--- config.mk ---
export PLATFORM = sky130hd
export DESIGN_NAME = key_event_queue
export DESIGN_NICKNAME = d
export VERILOG_FILES = /design/src/rtl/kbd_pkg.sv /design/src/rtl/sync_fifo.sv /design/src/rtl/key_event_queue.sv
export SDC_FILE = /design/constraint.sdc
export NUM_CORES = 1
export LEC_CHECK = 0
export ABC_CLOCK_PERIOD_IN_PS = 6500
export CAP_MARGIN = 20
export CORE_AREA = 5 5 229 231
export DETAILED_ROUTE_END_ITERATION = 7
export DIE_AREA = 0 0 234 236
export PLACE_DENSITY = 0.76
export SLEW_MARGIN = 25
export SYNTH_ARGS = -nofsm -noshare
export SYNTH_HDL_FRONTEND = slang
export SYNTH_SLANG_ARGS = --single-unit
export TNS_END_PERCENT = 1
--- constraint.sdc ---
create_clock -name sys_clk -period 6.5 [get_ports sys_clk]
set_input_delay 1.3 -clock sys_clk [delete_from_list [all_inputs] [get_ports sys_clk]]
set_output_delay 1.3 -clock sys_clk [all_outputs]
set_load 0.005 [all_outputs]
--- src/rtl/kbd_pkg.sv ---
// Shared definitions for the keyboard event path: event field layout helpers
// and the scan FSM state type.
package kbd_pkg;

  typedef enum logic [0:0] {
    IDLE = 1'b0,
    SCAN = 1'b1
  } scan_state_e;

  // The break flag always sits in the MSB of an event; the key code fills the rest.
  function automatic int event_break_bit(input int event_w);
    return event_w - 1;
  endfunction

  function automatic logic [31:0] pack_event(input logic        brk,
                                             input logic [31:0] code,
                                             input int          event_w);
    logic [31:0] ev;
    ev = code;
    ev[event_break_bit(event_w)] = brk;
    return ev;
  endfunction

  function automatic logic event_is_break(input logic [31:0] ev, input int event_w);
    return ev[event_break_bit(event_w)];
  endfunction

  function automatic logic [31:0] event_code(input logic [31:0] ev, input int event_w);
    return ev & ((32'd1 << event_break_bit(event_w)) - 32'd1);
  endfunction

endpackage

--- src/rtl/sync_fifo.sv ---
// Single-clock first-word-fall-through FIFO; a push into a full FIFO is
// accepted when a pop happens in the same cycle.
module sync_fifo #(
  parameter int WIDTH = 8,
  parameter int DEPTH = 16
) (
  input  logic                       clk_i,
  input  logic                       rst_ni,
  input  logic                       push_i,
  input  logic [WIDTH-1:0]           data_i,
  input  logic                       pop_i,
  output logic [WIDTH-1:0]           data_o,
  output logic                       full_o,
  output logic                       empty_o,
  output logic [$clog2(DEPTH):0]     level_o
);

  localparam int AW = $clog2(DEPTH);

  logic [WIDTH-1:0] mem_q [DEPTH];
  logic [AW-1:0]    wr_ptr_q, wr_ptr_d;
  logic [AW-1:0]    rd_ptr_q, rd_ptr_d;
  logic [AW:0]      count_q, count_d;
  logic             push_ok, pop_ok;

  assign full_o  = (count_q == (AW+1)'(DEPTH));
  assign empty_o = (count_q == '0);
  assign level_o = count_q;
  assign data_o  = mem_q[rd_ptr_q];

  assign pop_ok  = pop_i & ~empty_o;
  assign push_ok = push_i & (~full_o | pop_ok);

  always_comb begin
    wr_ptr_d = wr_ptr_q;
    rd_ptr_d = rd_ptr_q;
    count_d  = count_q;
    if (push_ok) wr_ptr_d = wr_ptr_q + AW'(1);
    if (pop_ok)  rd_ptr_d = rd_ptr_q + AW'(1);
    case ({push_ok, pop_ok})
      2'b10:   count_d = count_q + (AW+1)'(1);
      2'b01:   count_d = count_q - (AW+1)'(1);
      default: count_d = count_q;
    endcase
  end

  always_ff @(posedge clk_i) begin
    if (!rst_ni) begin
      wr_ptr_q <= '0;
      rd_ptr_q <= '0;
      count_q  <= '0;
    end else begin
      wr_ptr_q <= wr_ptr_d;
      rd_ptr_q <= rd_ptr_d;
      count_q  <= count_d;
    end
  end

  // Storage needs no reset: nothing is visible until the level says so.
  always_ff @(posedge clk_i) begin
    if (push_ok) mem_q[wr_ptr_q] <= data_i;
  end

endmodule

--- src/rtl/key_event_queue.sv ---
// Walks a snapshot of the key bitmap one key per cycle, debounces each key
// across scans and queues make/break events for the UART side.
module key_event_queue
  import kbd_pkg::*;
#(
  parameter int NUM_KEYS       = 104,
  parameter int EVENT_W        = 8,
  parameter int FIFO_DEPTH     = 16,
  parameter int DEBOUNCE_SCANS = 2
) (
  input  logic                          sys_clk,
  input  logic                          sys_rst_n,
  input  logic                          enable,
  input  logic                          row_sync,
  input  logic [NUM_KEYS-1:0]           key_down,
  output logic [EVENT_W-1:0]            ev_data,
  output logic                          ev_valid,
  input  logic                          ev_ready,
  output logic [$clog2(FIFO_DEPTH):0]   fifo_level,
  output logic                          overflow,
  input  logic                          overflow_clr,
  output logic                          scan_busy
);

  localparam int IW = (NUM_KEYS > 1) ? $clog2(NUM_KEYS) : 1;
  localparam int CW = $clog2(DEBOUNCE_SCANS + 1);
  localparam logic [IW-1:0] LAST_IDX = IW'(NUM_KEYS - 1);
  localparam logic [CW-1:0] CNT_MAX  = CW'(DEBOUNCE_SCANS);

  scan_state_e         state_q, state_d;
  logic [IW-1:0]       idx_q, idx_d;
  logic [NUM_KEYS-1:0] snap_q, snap_d;
  logic [NUM_KEYS-1:0] reported_q, reported_d;
  logic [CW-1:0]       cnt_q [NUM_KEYS];
  logic [CW-1:0]       cnt_d, cur_cnt, cnt_inc;
  logic                cur_snap, cur_rep;
  logic                overflow_q, overflow_d, overflow_set;
  logic                push, pop, push_ok;
  logic                fifo_full, fifo_empty;
  logic [EVENT_W-1:0]  push_data, fifo_dout;

  assign cur_snap  = snap_q[idx_q];
  assign cur_rep   = reported_q[idx_q];
  assign cur_cnt   = cnt_q[idx_q];
  assign cnt_inc   = (cur_cnt == CNT_MAX) ? CNT_MAX : cur_cnt + CW'(1);
  assign push_data = EVENT_W'(pack_event(~cur_snap, 32'(idx_q), EVENT_W));

  assign pop        = ~fifo_empty & ev_ready;
  assign push_ok    = ~fifo_full | pop;
  assign ev_valid   = ~fifo_empty;
  assign ev_data    = fifo_empty ? '0 : fifo_dout;
  assign overflow   = overflow_q;
  assign scan_busy  = (state_q == SCAN);

  // A rejected push leaves the counter saturated so the key retries next scan.
  always_comb begin
    state_d      = state_q;
    idx_d        = idx_q;
    snap_d       = snap_q;
    reported_d   = reported_q;
    cnt_d        = cur_cnt;
    push         = 1'b0;
    overflow_set = 1'b0;
    case (state_q)
      IDLE: begin
        if (row_sync && enable) begin
          state_d = SCAN;
          idx_d   = '0;
          snap_d  = key_down;
        end
      end
      SCAN: begin
        if (cur_snap == cur_rep) begin
          cnt_d = '0;
        end else begin
          cnt_d = cnt_inc;
          if (cnt_inc == CNT_MAX) begin
            push = 1'b1;
            if (push_ok) begin
              reported_d[idx_q] = cur_snap;
              cnt_d             = '0;
            end else begin
              overflow_set = 1'b1;
            end
          end
        end
        if (idx_q == LAST_IDX) state_d = IDLE;
        else                   idx_d   = idx_q + IW'(1);
      end
      default: state_d = IDLE;
    endcase
    overflow_d = (overflow_q & ~overflow_clr) | overflow_set;
  end

  always_ff @(posedge sys_clk) begin
    if (!sys_rst_n) begin
      state_q    <= IDLE;
      idx_q      <= '0;
      snap_q     <= '0;
      reported_q <= '0;
      overflow_q <= 1'b0;
      for (int i = 0; i < NUM_KEYS; i++) cnt_q[i] <= '0;
    end else begin
      state_q    <= state_d;
      idx_q      <= idx_d;
      snap_q     <= snap_d;
      reported_q <= reported_d;
      overflow_q <= overflow_d;
      if (state_q == SCAN) cnt_q[idx_q] <= cnt_d;
    end
  end

  sync_fifo #(
    .WIDTH (EVENT_W),
    .DEPTH (FIFO_DEPTH)
  ) u_fifo (
    .clk_i   (sys_clk),
    .rst_ni  (sys_rst_n),
    .push_i  (push),
    .data_i  (push_data),
    .pop_i   (pop),
    .data_o  (fifo_dout),
    .full_o  (fifo_full),
    .empty_o (fifo_empty),
    .level_o (fifo_level)
  );

endmodule

-- After elaboration in Yosys (flattened, before gate mapping)
Memories as Yosys holds them, arrays and structs flattened. A register that Yosys moved wholly into a read port is not among the register bits.
Cells that the tools add are included.
- flip-flop bits (word level): 230
- RAM bits: 336
- bits of input ports: 110
- output and inout bits: 16
- word-level logic and storage cells: 88
- memories kept: 2
- memories (memory ; depth ; width ; rd ports ; clocked after memory_dff ; wr ports ; RTL line ; source):
    cnt_q ; 104 ; 2 ; 1 ; 1 ; 104 ; key_event_queue.sv:34 ; logic [CW-1:0] cnt_q [NUM_KEYS];
    u_fifo.mem_q ; 16 ; 8 ; 1 ; 1 ; 1 ; sync_fifo.sv:20 ; logic [WIDTH-1:0] mem_q [DEPTH];
- add/subtract/negate cells: 6
- magnitude comparators: 2
- equality and inequality tests: 9
- muxes and demuxes: 40
- bitwise operators: 13
- reductions and logical operators: 8
- operator list (kind ; number):
    bitwise mux 104 bit ; 1
    2-to-1 mux 7 bit ; 5
    2-to-1 mux 1 bit ; 19
    binary-select mux 1 bit (select 7 bit) ; 2
    case mux 7 bit (2 select lines) ; 1
    2-to-1 mux 2 bit ; 6
    case mux 5 bit (2 select lines) ; 1
    adder 4 x 1 -> 4 bit (second input constant) ; 2
    < comparator 7 x 8 -> 1 bit (second input constant) ; 1
    2-to-1 mux 4 bit ; 2
    2-to-1 mux 8 bit ; 1
    adder 7 x 1 -> 7 bit (second input constant) ; 1
    demux 1 bit (select 7 bit) ; 1
    == test 7 bit (second input constant) ; 1
    >= comparator 7 x 1 -> 1 bit (second input constant) ; 1
    == test 2 bit (second input constant) ; 3
    NOT 1 bit ; 6
    adder 5 x 1 -> 5 bit (second input constant) ; 1
    == test 5 bit (second input constant) ; 1
    logical NOT 5 bit ; 1
    subtractor 5 x 1 -> 5 bit (second input constant) ; 1
    AND 1 bit ; 4
    inequality test 2 bit (second input constant) ; 2
    AND reduction 2 bit ; 2
    9 further kinds ; 12

-- Depth between registers and ports, before layout
- depth after elaboration: 9
- gate-level depth with buffers: 25
- depth with buffers taken out: 18

-- By module
From an unflattened synthesis, not the netlist that was laid out.
- cell total of the unflattened synthesis: 2523
- area total of the unflattened synthesis: 29417.0 µm²
- modules (own cells, without submodules) (module ; times used ; cells an instance ; area each (µm²) ; seq. area each (µm²)):
    key_event_queue ; 1 ; 2207 ; 23610.1 ; 12171.7
    sync_fifo ; 1 ; 316 ; 5806.8 ; 4184.0

-- Least setup slack after synthesis
No wires, ideal clock.
- kind: register to register
- start point: reg (tool-made name)
- end point: reg u_fifo.count_q[4], in the netlist u_fifo.level_o[4]
- library setup time: 0.070 ns
- data arrival time: 5.565 ns
- required time: 6.430 ns
- path slack: 0.865 ns
- cell stages (with the launch flop): 24
- buffers on the path: 5
- period minus slack after synthesis: 5.635 ns
- cell sequence: dfxtp_1 -> clkbuf_1 -> buf_1 -> mux4_2 -> mux4_2 -> mux4_2 -> mux2i_1 -> ha_1 -> nand2_1 -> nor2b_1 -> clkbuf_1 -> o21a_1 -> clkbuf_1 -> inv_1 -> ha_1 -> clkbuf_1 -> xor2_1 -> ha_1 -> o21ai_0 -> a21oi_1 -> a21oi_1 -> xor2_1 -> or3_1 -> a21oi_1
- RTL lines (what ; RTL line ; source):
    end signal, assigned ; sync_fifo.sv:55 ; count_q <= count_d;
    end, declared ; sync_fifo.sv:23 ; logic [AW:0] count_q, count_d;

==> flow_metrics.env <==
export IMPL_holdPathStages=2
export IMPL_first_pass_iters=5
export IMPL_rrSetupSlack_ns=0.90
export IMPL_end_kind="flop"
export IMPL_mostFrequentLayoutCells="384 x edfxtp_1, 349 x nand2_1, 233 x dfxtp_1, 143 x mux4_2, 135 x a21oi_1"
export IMPL_fin_setup_tns_ns=0
export IMPL_gp_congestion=0.861
export IMPL_crit_buf_inv=3
export IMPL_postCtsHoldBufs=0
export IMPL_syn_nets=2539
export IMPL_drc_errors=0
export IMPL_critical_path_cell_chain="buf_12, mux4_2, mux4_2, mux4_2, mux2i_1, ha_1, nand2_1, nor2b_4, o21a_1, buf_4, inv_1, ha_1, xor2_1, ha_1, o21ai_0, a21oi_1, a21oi_1, xor2_1, or3_1, a21oi_1"
export IMPL_synthDistinctLibCells=64
export IMPL_grt_max_degree=106
export IMPL_clock_skew_ns=0.0270
export IMPL_antenna_found_initial=0
export IMPL_drive_above_1_share_pct=14.1
export IMPL_drv_slew=0
export IMPL_power_mw=8.59
export IMPL_cts_root_buffer="clkbuf_16"
export IMPL_die_area_sq_um=55200
export IMPL_timing_hold_ws_ns=0.454
export IMPL_setup_violations_final=0
export IMPL_cp_slowest_cell="mux4_2"
export IMPL_rsz0062_at_grt="no"
export IMPL_multi_input_area_sq_um=11300
export IMPL_cts_path_max_buffers=3
export IMPL_period_minus_slack_ns=5.60
export IMPL_num_fill_cells=3659
export IMPL_grt_first_pass_wirelength_um=118000
export IMPL_reg2reg_depth=20
export IMPL_synth_top_cell_area_share_pct=40.1
export IMPL_wl_um=75300
export IMPL_crit_fanout=40
export IMPL_slowest_delay_ns=0.59
export IMPL_synth_edf_count=384
export IMPL_initial_core_util_pct=57.7
export IMPL_synth_seq_cells=625
export IMPL_worst_slack_ns=0.896
export IMPL_synthCells=2418
export IMPL_yosysSeqAreaShare_pct=56.9
export IMPL_cap_violations=0
export IMPL_ys_top_cells_by_area="edfxtp_1 40%, dfxtp_1 17%, mux4_2 11%"
export IMPL_drt_iter0_markers=2461
export IMPL_path_clk_slew_ns=0.06
export IMPL_via_per_inst=6.69
export IMPL_worst_slew_pin_slew_ns=1.04
export IMPL_tritoncts="built"
export IMPL_drtAntennaViolNets=0
export IMPL_area_growth_pct=12.9
export IMPL_async_flop_share_pct=0
export IMPL_die_y_um=236
export IMPL_synth_area_sq_um=28800
export IMPL_cts_num_sinks=625
export IMPL_ir_drop_mv=0.205
export IMPL_cts_setup_buffers=0
export IMPL_holdCritPathClass="reg2reg"
export IMPL_cts_buffers=66
export IMPL_core_rowCount=82
export IMPL_coreArea_sq_um=49900
export IMPL_pre_cts_slack_ns=1.02
export IMPL_num_vias=20800
export IMPL_cp_top_family="multiplexers"
export IMPL_status="completed"
export IMPL_cp_start_kind="flop"
export IMPL_reg2reg_to="u_fifo.level_o[4]$_SDFFE_PN0P_"
export IMPL_ff_latch_area_sq_um=16400
export IMPL_cts_htree_levels=3
export IMPL_worstHoldStart="snap_q[61]$_SDFFE_PN0P_"
export IMPL_yosys_area_top_type="edfxtp_1"
export IMPL_syn_avg_cell_area_sq_um=11.9
export IMPL_cp_required_ns=7.03
export IMPL_hold_viol_final=0
export IMPL_leakagePower_nw=10.6
export IMPL_clk_latency_ns=0.61
export IMPL_slew_headroom_pct=30.6
export IMPL_wl_per_cell_um=24.2
export IMPL_crit_type="reg2reg"
export IMPL_grt_pass1_vias=20700
export IMPL_yosysWarnings=0
export IMPL_period_share_pct=86.2
export IMPL_fin_nets=2505
export IMPL_grt_usage_pct=27.0
export IMPL_min_to="snap_q[61]$_SDFFE_PN0P_"
export IMPL_p_per_area_nw_per_um2=265
export IMPL_hpwl_um=46000
export IMPL_cts_resized=0
export IMPL_io_pins=126
export IMPL_die_w_um=234
export IMPL_max_freq_mhz=178
export IMPL_port_buffers=125
export IMPL_overflow=0
export IMPL_synthFlopType="edfxtp_1"
export IMPL_num_antenna_cells=0
export IMPL_worstPathArrival_ns=6.13
export IMPL_final_common_cell="edfxtp_1"
[cell type report]
cell class,instances,area share (%)
Sequential cell,625,50.4
Timing Repair Buffer,180,5.41
Multi-Input combinational cell,1493,34.7
Tap cell,672,2.59
Clock buffer,97,5.87
Inverter,18,0.216
Clock inverter,22,0.824
[flip-flops by register name (all words and copies together) (netlist names), 4 cells and up, named ones only]
register         cells
reported_q         104
idx_q                7
cnt_q              256
u_fifo.mem_q       128
u_fifo.level_o       5
snap_q             104
u_fifo.rd_ptr_q      4
u_fifo.wr_ptr_q      4
[worst min-delay path, stage by stage, from the launching register on]
cell and delay [ns]:
dfxtp_1 0.30, nand2_1 0.05, a21oi_1 0.05
[synthesized netlist by cell type (5+ instances only)]
| library cell | instances |
|---|---|
| edfxtp_1 | 384 |
| inv_1 | 17 |
| nand2b_1 | 7 |
| nand4_1 | 8 |
| o211ai_1 | 5 |
| nor2_1 | 61 |
| a21oi_1 | 135 |
| buf_4 | 10 |
| o21ai_0 | 126 |
| o21ai_1 | 8 |
| a221oi_1 | 28 |
| a22oi_1 | 5 |
| mux4_2 | 143 |
| or3_1 | 7 |
| o22ai_1 | 13 |
| mux2_2 | 17 |
| and3_1 | 17 |
| nand2_1 | 351 |
| nor4_1 | 112 |
| buf_2 | 29 |
| o311ai_0 | 13 |
| o2111ai_1 | 85 |
| dfxtp_1 | 241 |
| and2_1 | 7 |
| clkbuf_1 | 217 |
| ha_1 | 11 |
| nand3_1 | 16 |
| mux2i_1 | 105 |
| xor2_1 | 8 |
| buf_1 | 23 |
| nor3_1 | 114 |
| nand3b_1 | 17 |
| nor2b_1 | 23 |
| or3b_2 | 6 |
[cell families after synthesis]
| logic type | Yosys count | synth area share, % |
|---|---|---|
| fa+ha+maj | 11 | 0.479 |
| compound gates | 446 | 9.89 |
| mux | 265 | 15.5 |
| simple gates | 762 | 12.7 |
| flops | 625 | 56.9 |
| buf+inv | 300 | 4.25 |
| xor+xnor | 9 | 0.274 |
[power breakdown]
part	switching [mW]	leakage (nW)	total [mW]	internal (mW)
Sequential	0.0574	5.73	4.33	4.27
Clock	1.55	1.06	3.79	2.24
Combinational	0.277	3.79	0.473	0.196
Total	1.88	10.6	8.59	6.71
[worst max path at each step]
stage | startpoint | to | slack [ns] | cells past startpoint
2_1_floorplan | flop | u_fifo.level_o[4]$_SDFFE_PN0P_ | 0.86 | 23
3_3_place_gp | flop | u_fifo.level_o[4]$_SDFFE_PN0P_ | 1.08 | 20
3_5_place_dp | flop | u_fifo.level_o[4]$_SDFFE_PN0P_ | 1.02 | 20
4_1_cts | flop | u_fifo.level_o[4]$_SDFFE_PN0P_ | 0.94 | 20
5_1_grt | flop | u_fifo.level_o[4]$_SDFFE_PN0P_ | 0.59 | 20
6_report | flop | u_fifo.level_o[4]$_SDFFE_PN0P_ | 0.90 | 20
[through the flow]
stage | utilization, % | instances | area (sq um)
floorplan | - | 2418 | 28800
global placement | 60.7 | 2986 | 30200
detailed placement | 60.7 | 2986 | 30300
CTS | 65.0 | 3105 | 32400
global route | 65.1 | 3107 | 32500
finish | 65.1 | 3107 | 32500
[routing by layer]
layer  vias to the layer above  share of wire, %  GRT usage [%]
li1                       9198                 -              -
met1                     10100                39           37.5
met2                      1218                48           43.0
met3                       239               9.3           4.82
met4                         0               3.6           9.91
met5                         -                 0              0
No activity file was read; power rests on OpenSTA's default activity.
